**config.mk**
```make
export PLATFORM = sky130hd
export DESIGN_NAME = led_shift_arbiter
export DESIGN_NICKNAME = d
export VERILOG_FILES = /design/src/rtl/led_shift_arbiter.sv
export SDC_FILE = /design/constraint.sdc
export NUM_CORES = 1
export LEC_CHECK = 0
export CORE_MARGIN = 2
export CORE_UTILIZATION = 30
export DETAILED_ROUTE_END_ITERATION = 12
export RECOVER_POWER = 100
export SLEW_MARGIN = 0
export SYNTH_ARGS = -nofsm -noshare
export SYNTH_HDL_FRONTEND = slang
export SYNTH_SLANG_ARGS = --single-unit
```
**constraint.sdc**
```tcl
create_clock -name clk -period 2.6 [get_ports clk]
set_input_delay 0.52 -clock clk [delete_from_list [all_inputs] [get_ports clk]]
set_output_delay 0.52 -clock clk [all_outputs]
set_load 0.03 [all_outputs]
```
**src/rtl/led_shift_arbiter.sv**
```systemverilog
// Round-robin arbiter sharing one serial LED shift chain among NREQ requesters.
// The granted word is shifted MSB-first on led_clk/led_sout, then re-latched via LED_PEN.
module led_shift_arbiter #(
    parameter int NREQ    = 4,
    parameter int WIDTH   = 16,
    parameter int CLK_DIV = 4
) (
    input  logic                  clk,
    input  logic                  rst,
    input  logic [NREQ-1:0]       req,
    input  logic [NREQ*WIDTH-1:0] data,
    output logic [NREQ-1:0]       gnt,
    output logic                  busy,
    output logic                  done,
    output logic                  led_clk,
    output logic                  led_sout,
    output logic                  led_clrn,
    output logic                  LED_PEN
);

    localparam int PW = (NREQ > 1) ? $clog2(NREQ) : 1;
    localparam int BW = (WIDTH > 1) ? $clog2(WIDTH) : 1;
    localparam int CW = (CLK_DIV > 1) ? $clog2(CLK_DIV) : 1;
    localparam logic [PW-1:0] LAST_REQ = PW'(NREQ - 1);
    localparam logic [BW-1:0] LAST_BIT = BW'(WIDTH - 1);
    localparam logic [CW-1:0] LAST_DIV = CW'(CLK_DIV - 1);

    typedef enum logic [1:0] {IDLE, LOAD, SHIFT, LATCH} state_t;

    state_t           state, state_n;
    logic [PW-1:0]    ptr, ptr_n, sel, sel_n;
    logic [PW-1:0]    hit, idx_w;
    logic             found;
    int               idx;
    logic [WIDTH-1:0] shreg, shreg_n, word;
    logic [BW-1:0]    bitcnt, bitcnt_n;
    logic [CW-1:0]    divcnt, divcnt_n;
    logic [NREQ-1:0]  gnt_n;
    logic             busy_n, done_n, led_clk_n, led_sout_n, led_clrn_n, led_pen_n;

    assign word = data[int'(sel)*WIDTH +: WIDTH];

    // Rotating-priority scan: first set request at or after ptr wins.
    always_comb begin
        found = 1'b0;
        hit   = '0;
        idx   = 0;
        idx_w = '0;
        for (int i = 0; i < NREQ; i++) begin
            idx   = (int'(ptr) + i) % NREQ;
            idx_w = PW'(idx);
            if (!found && req[idx_w]) begin
                found = 1'b1;
                hit   = idx_w;
            end
        end
    end

    always_comb begin
        state_n    = state;
        ptr_n      = ptr;
        sel_n      = sel;
        shreg_n    = shreg;
        bitcnt_n   = bitcnt;
        divcnt_n   = divcnt;
        gnt_n      = gnt;
        busy_n     = busy;
        done_n     = 1'b0;
        led_clk_n  = led_clk;
        led_sout_n = led_sout;
        led_clrn_n = 1'b1;
        led_pen_n  = LED_PEN;
        case (state)
            IDLE: begin
                led_pen_n = 1'b1;
                if (found) begin
                    sel_n   = hit;
                    gnt_n   = NREQ'(1) << hit;
                    busy_n  = 1'b1;
                    state_n = LOAD;
                end
            end
            LOAD: begin
                shreg_n    = word;
                led_sout_n = word[WIDTH-1];
                bitcnt_n   = LAST_BIT;
                divcnt_n   = '0;
                led_clk_n  = 1'b0;
                led_pen_n  = 1'b0;
                ptr_n      = (sel == LAST_REQ) ? '0 : sel + 1'b1;
                state_n    = SHIFT;
            end
            SHIFT: begin
                // Each bit: CLK_DIV cycles low, CLK_DIV high; data moves only on the falling edge.
                if (divcnt == LAST_DIV) begin
                    divcnt_n = '0;
                    if (!led_clk) begin
                        led_clk_n = 1'b1;
                    end else begin
                        led_clk_n = 1'b0;
                        shreg_n   = shreg << 1;
                        if (bitcnt == '0) begin
                            led_pen_n = 1'b1;
                            done_n    = 1'b1;
                            state_n   = LATCH;
                        end else begin
                            led_sout_n = shreg[WIDTH-2];
                            bitcnt_n   = bitcnt - 1'b1;
                        end
                    end
                end else begin
                    divcnt_n = divcnt + 1'b1;
                end
            end
            LATCH: begin
                gnt_n   = '0;
                busy_n  = 1'b0;
                state_n = IDLE;
            end
            default: state_n = IDLE;
        endcase
    end

    always_ff @(posedge clk) begin
        if (rst) begin
            state    <= IDLE;
            ptr      <= '0;
            sel      <= '0;
            shreg    <= '0;
            bitcnt   <= '0;
            divcnt   <= '0;
            gnt      <= '0;
            busy     <= 1'b0;
            done     <= 1'b0;
            led_clk  <= 1'b0;
            led_sout <= 1'b0;
            led_clrn <= 1'b0;
            LED_PEN  <= 1'b0;
        end else begin
            state    <= state_n;
            ptr      <= ptr_n;
            sel      <= sel_n;
            shreg    <= shreg_n;
            bitcnt   <= bitcnt_n;
            divcnt   <= divcnt_n;
            gnt      <= gnt_n;
            busy     <= busy_n;
            done     <= done_n;
            led_clk  <= led_clk_n;
            led_sout <= led_sout_n;
            led_clrn <= led_clrn_n;
            LED_PEN  <= led_pen_n;
        end
    end

endmodule

```
==> impl_metrics.ini <==
[status]
status = finished clean

[grt]
grt_max_degree = 24
overflow = 0
first_global_vias = 1979
grt_pass1_wl_um = 8870
antenna_found_initial = 0
grt_usage_pct = 14.5

[finish]
layout_commonest_cell = clkdlybuf4s50_1
syn2layout_area_growth_pct = 47.1
layout-drive-gt1-share_pct = 12.1
antenna_cells = 0
final_nets = 366
final_cell_mix = clkdlybuf4s50_1, dfxtp_1, nor2_1

[clock_network]
cts_max_level = 2
cts_buffer_depth = 2
cts_setup_buffers = 0
hold_buffers = 0
cts_made_buffers = 5
clock_latency_ns = 0.29
cts_tree = built
root_buffer = clkbuf_8
cts_resized = 0
cts.clk_slew.worst_paths_ns = 0.08
clkSinkCount = 37

[yosys]
yosys_warnings = 0
synth_edf_count = 0
synth_area_per_cell_sq_um = 10.1
synth_seq_area_share_pct = 35.1
synthArstFlopShare_pct = 0
synth.net_count = 287
ys_seq_elements = 37
synthFlopType = dfxtp_1
synth.distinct_cells = 48
syn-instance-count = 209
syn_area_sq_um = 2110

[setup_path]
critPathTopFamily = simple AND/OR/NAND/NOR gates
worstPathArrival_ns = 2.28
required_ns = 2.80
startpoint_type = flop
path_cells = inv_1 > ha_1 > nand3_1 > nand2_1 > nor2_1 > a211oi_1
cp_max_fo = 18
worstSetupStartpoint = state[0]$_SDFFE_PP0P_
path_depth = 6
r2r_slack_ns = 0.52
r2r-start = state[0]$_SDFFE_PP0P_
r2r-end = shreg[14]$_SDFFE_PP0P_
path_class = flop to flop
critPathBufInv = 1
crit_end = shreg[14]$_SDFFE_PP0P_
cp-end-kind = flop
r2r_cells = 6
slowest_stage = ha_1
slowest_delay_ns = 0.55

[sta]
setup_violations = 0
fin_setup_tns_ns = 0
period_share_pct = 79.8
worst_slew_pin_slew_ns = 0.613
skew_ns = 0.00939
maxSlewHeadroom_pct = 59.1
max_freq_ghz = 0.482
fin_crit_ns = 2.08
rsz0062_at_grt = no
setup_ws_ns = 0.524
hold_viol = 0
slew_viol_final = 0

[floorplanning]
core_area_sq_um = 6790
dieArea_sq_um = 7710
row_count = 30
initial_core_util_pct = 31.0
io_pins = 80
die_height_um = 87.8
dieWidth_um = 87.8

[placement]
portBuffers = 79
gp_congestion = 0.753
hpwl_um = 4060
post-place-ws_ns = 0.508

[detailed_routing]
route.vias.total = 1897
dr.pass1.iters = 4
wirelength_um = 5240
detail_route.vias_per_cell = 4.93
ant_nets = 0
routedWlPerCell_um = 13.6
drtIter0Drc = 63
drc = 0

[min_path]
hp-class = flop to flop

[power_and_ir_drop]
vdd_ir_drop_max_v = 0.000353
powerDensity_nw_per_um2 = 887
power.leakage_nw = 1.13

[flow_run]
maxCapViolCount = 0
## cells by family after synthesis
group / count (synthesis) / share of synthesized area (%)
flip-flops: 37 / 35.1
XOR/XNOR: 2 / 0.831
buffers and inverters: 21 / 4.93
adder cells (fa/ha/maj): 8 / 4.75
multiplexers: 24 / 20.9
AO/OA/AOI/OAI: 48 / 17.4
AND/OR/NAND/NOR: 69 / 16.0
## state kept, by name, summed over array words and instances, names as in the netlist
name,flops
sel,2
divcnt,2
bitcnt,4
led_clk,1
state,2
busy,1
led_sout,1
shreg,15
led_clrn,1
gnt,4
LED_PEN,1
ptr,2
done,1
## power by group
part / internal [mW] / switching (mW)
clock network: 0.381 / 0.198
registers: 0.759 / 0.133
logic: 0.641 / 0.640
total: 1.78 / 0.971
## layout make-up
type                            count  area, sq um
Fill cell                         663         3690
Multi-Input combinational cell    151         1250
Timing Repair Buffer               85          828
Sequential cell                    37          741
Tap cell                           96          120
Clock buffer                        5         68.8
Clock inverter                      3         65.1
Inverter                            8         30.0
## Yosys cell counts (all sizes together), types with 2 or more instances
library cell   n  area [sq um]
a31oi          2          12.5
dfxtp         37           741
nor3           5          25.0
a32o           4          40.0
ha             8           100
o21ai          2          13.8
inv            8          30.0
nor2          32           120
nand2          9          36.3
buf            9          58.8
nand3          4          20.0
nor2b          2          12.5
mux2i          7          70.1
o31ai          2          15.0
o221ai        11          96.3
a21oi         12          60.1
mux4          16           360
a211oi         5          37.5
nand2b         7          43.8
clkbuf         4          15.0
## per-stage QoR
stage / hold slack, ns / std cells / power [mW] / instance area, sq um / util (%)
floorplan: 0.448 / 209 / 1.87 / 2110 / -
global placement: 0.456 / 377 / 2.23 / 2990 / 44.0
detailed placement: 0.456 / 377 / 2.24 / 2990 / 44.0
CTS: 0.473 / 385 / 2.83 / 3120 / 46.0
global route: 0.477 / 385 / 2.98 / 3100 / 45.7
finish: 0.461 / 385 / 2.75 / 3100 / 45.7
## per-layer routing
layer,global-route usage [%],up-vias,part of all wire (%)
met5,0,-,0
met4,3.08,0,0.32
met3,3.49,4,5.5
met2,24.7,50,46
met1,18.7,891,48
li1,-,952,-
## how the worst min path moves through the flow
stage	from	end	slack (ns)	depth (start not counted)
2_1_floorplan	shreg[0]$_SDFFE_PP0P_	shreg[0]$_SDFFE_PP0P_	0.45	2
3_3_place_gp	gnt[2]$_SDFFE_PP0P_	gnt[2]$_SDFFE_PP0P_	0.46	1
3_5_place_dp	gnt[2]$_SDFFE_PP0P_	gnt[2]$_SDFFE_PP0P_	0.46	1
4_1_cts	gnt[2]$_SDFFE_PP0P_	gnt[2]$_SDFFE_PP0P_	0.47	1
5_1_grt	gnt[2]$_SDFFE_PP0P_	gnt[2]$_SDFFE_PP0P_	0.48	1
6_report	gnt[2]$_SDFFE_PP0P_	gnt[2]$_SDFFE_PP0P_	0.46	1
(Power assumes the default switching activity.)
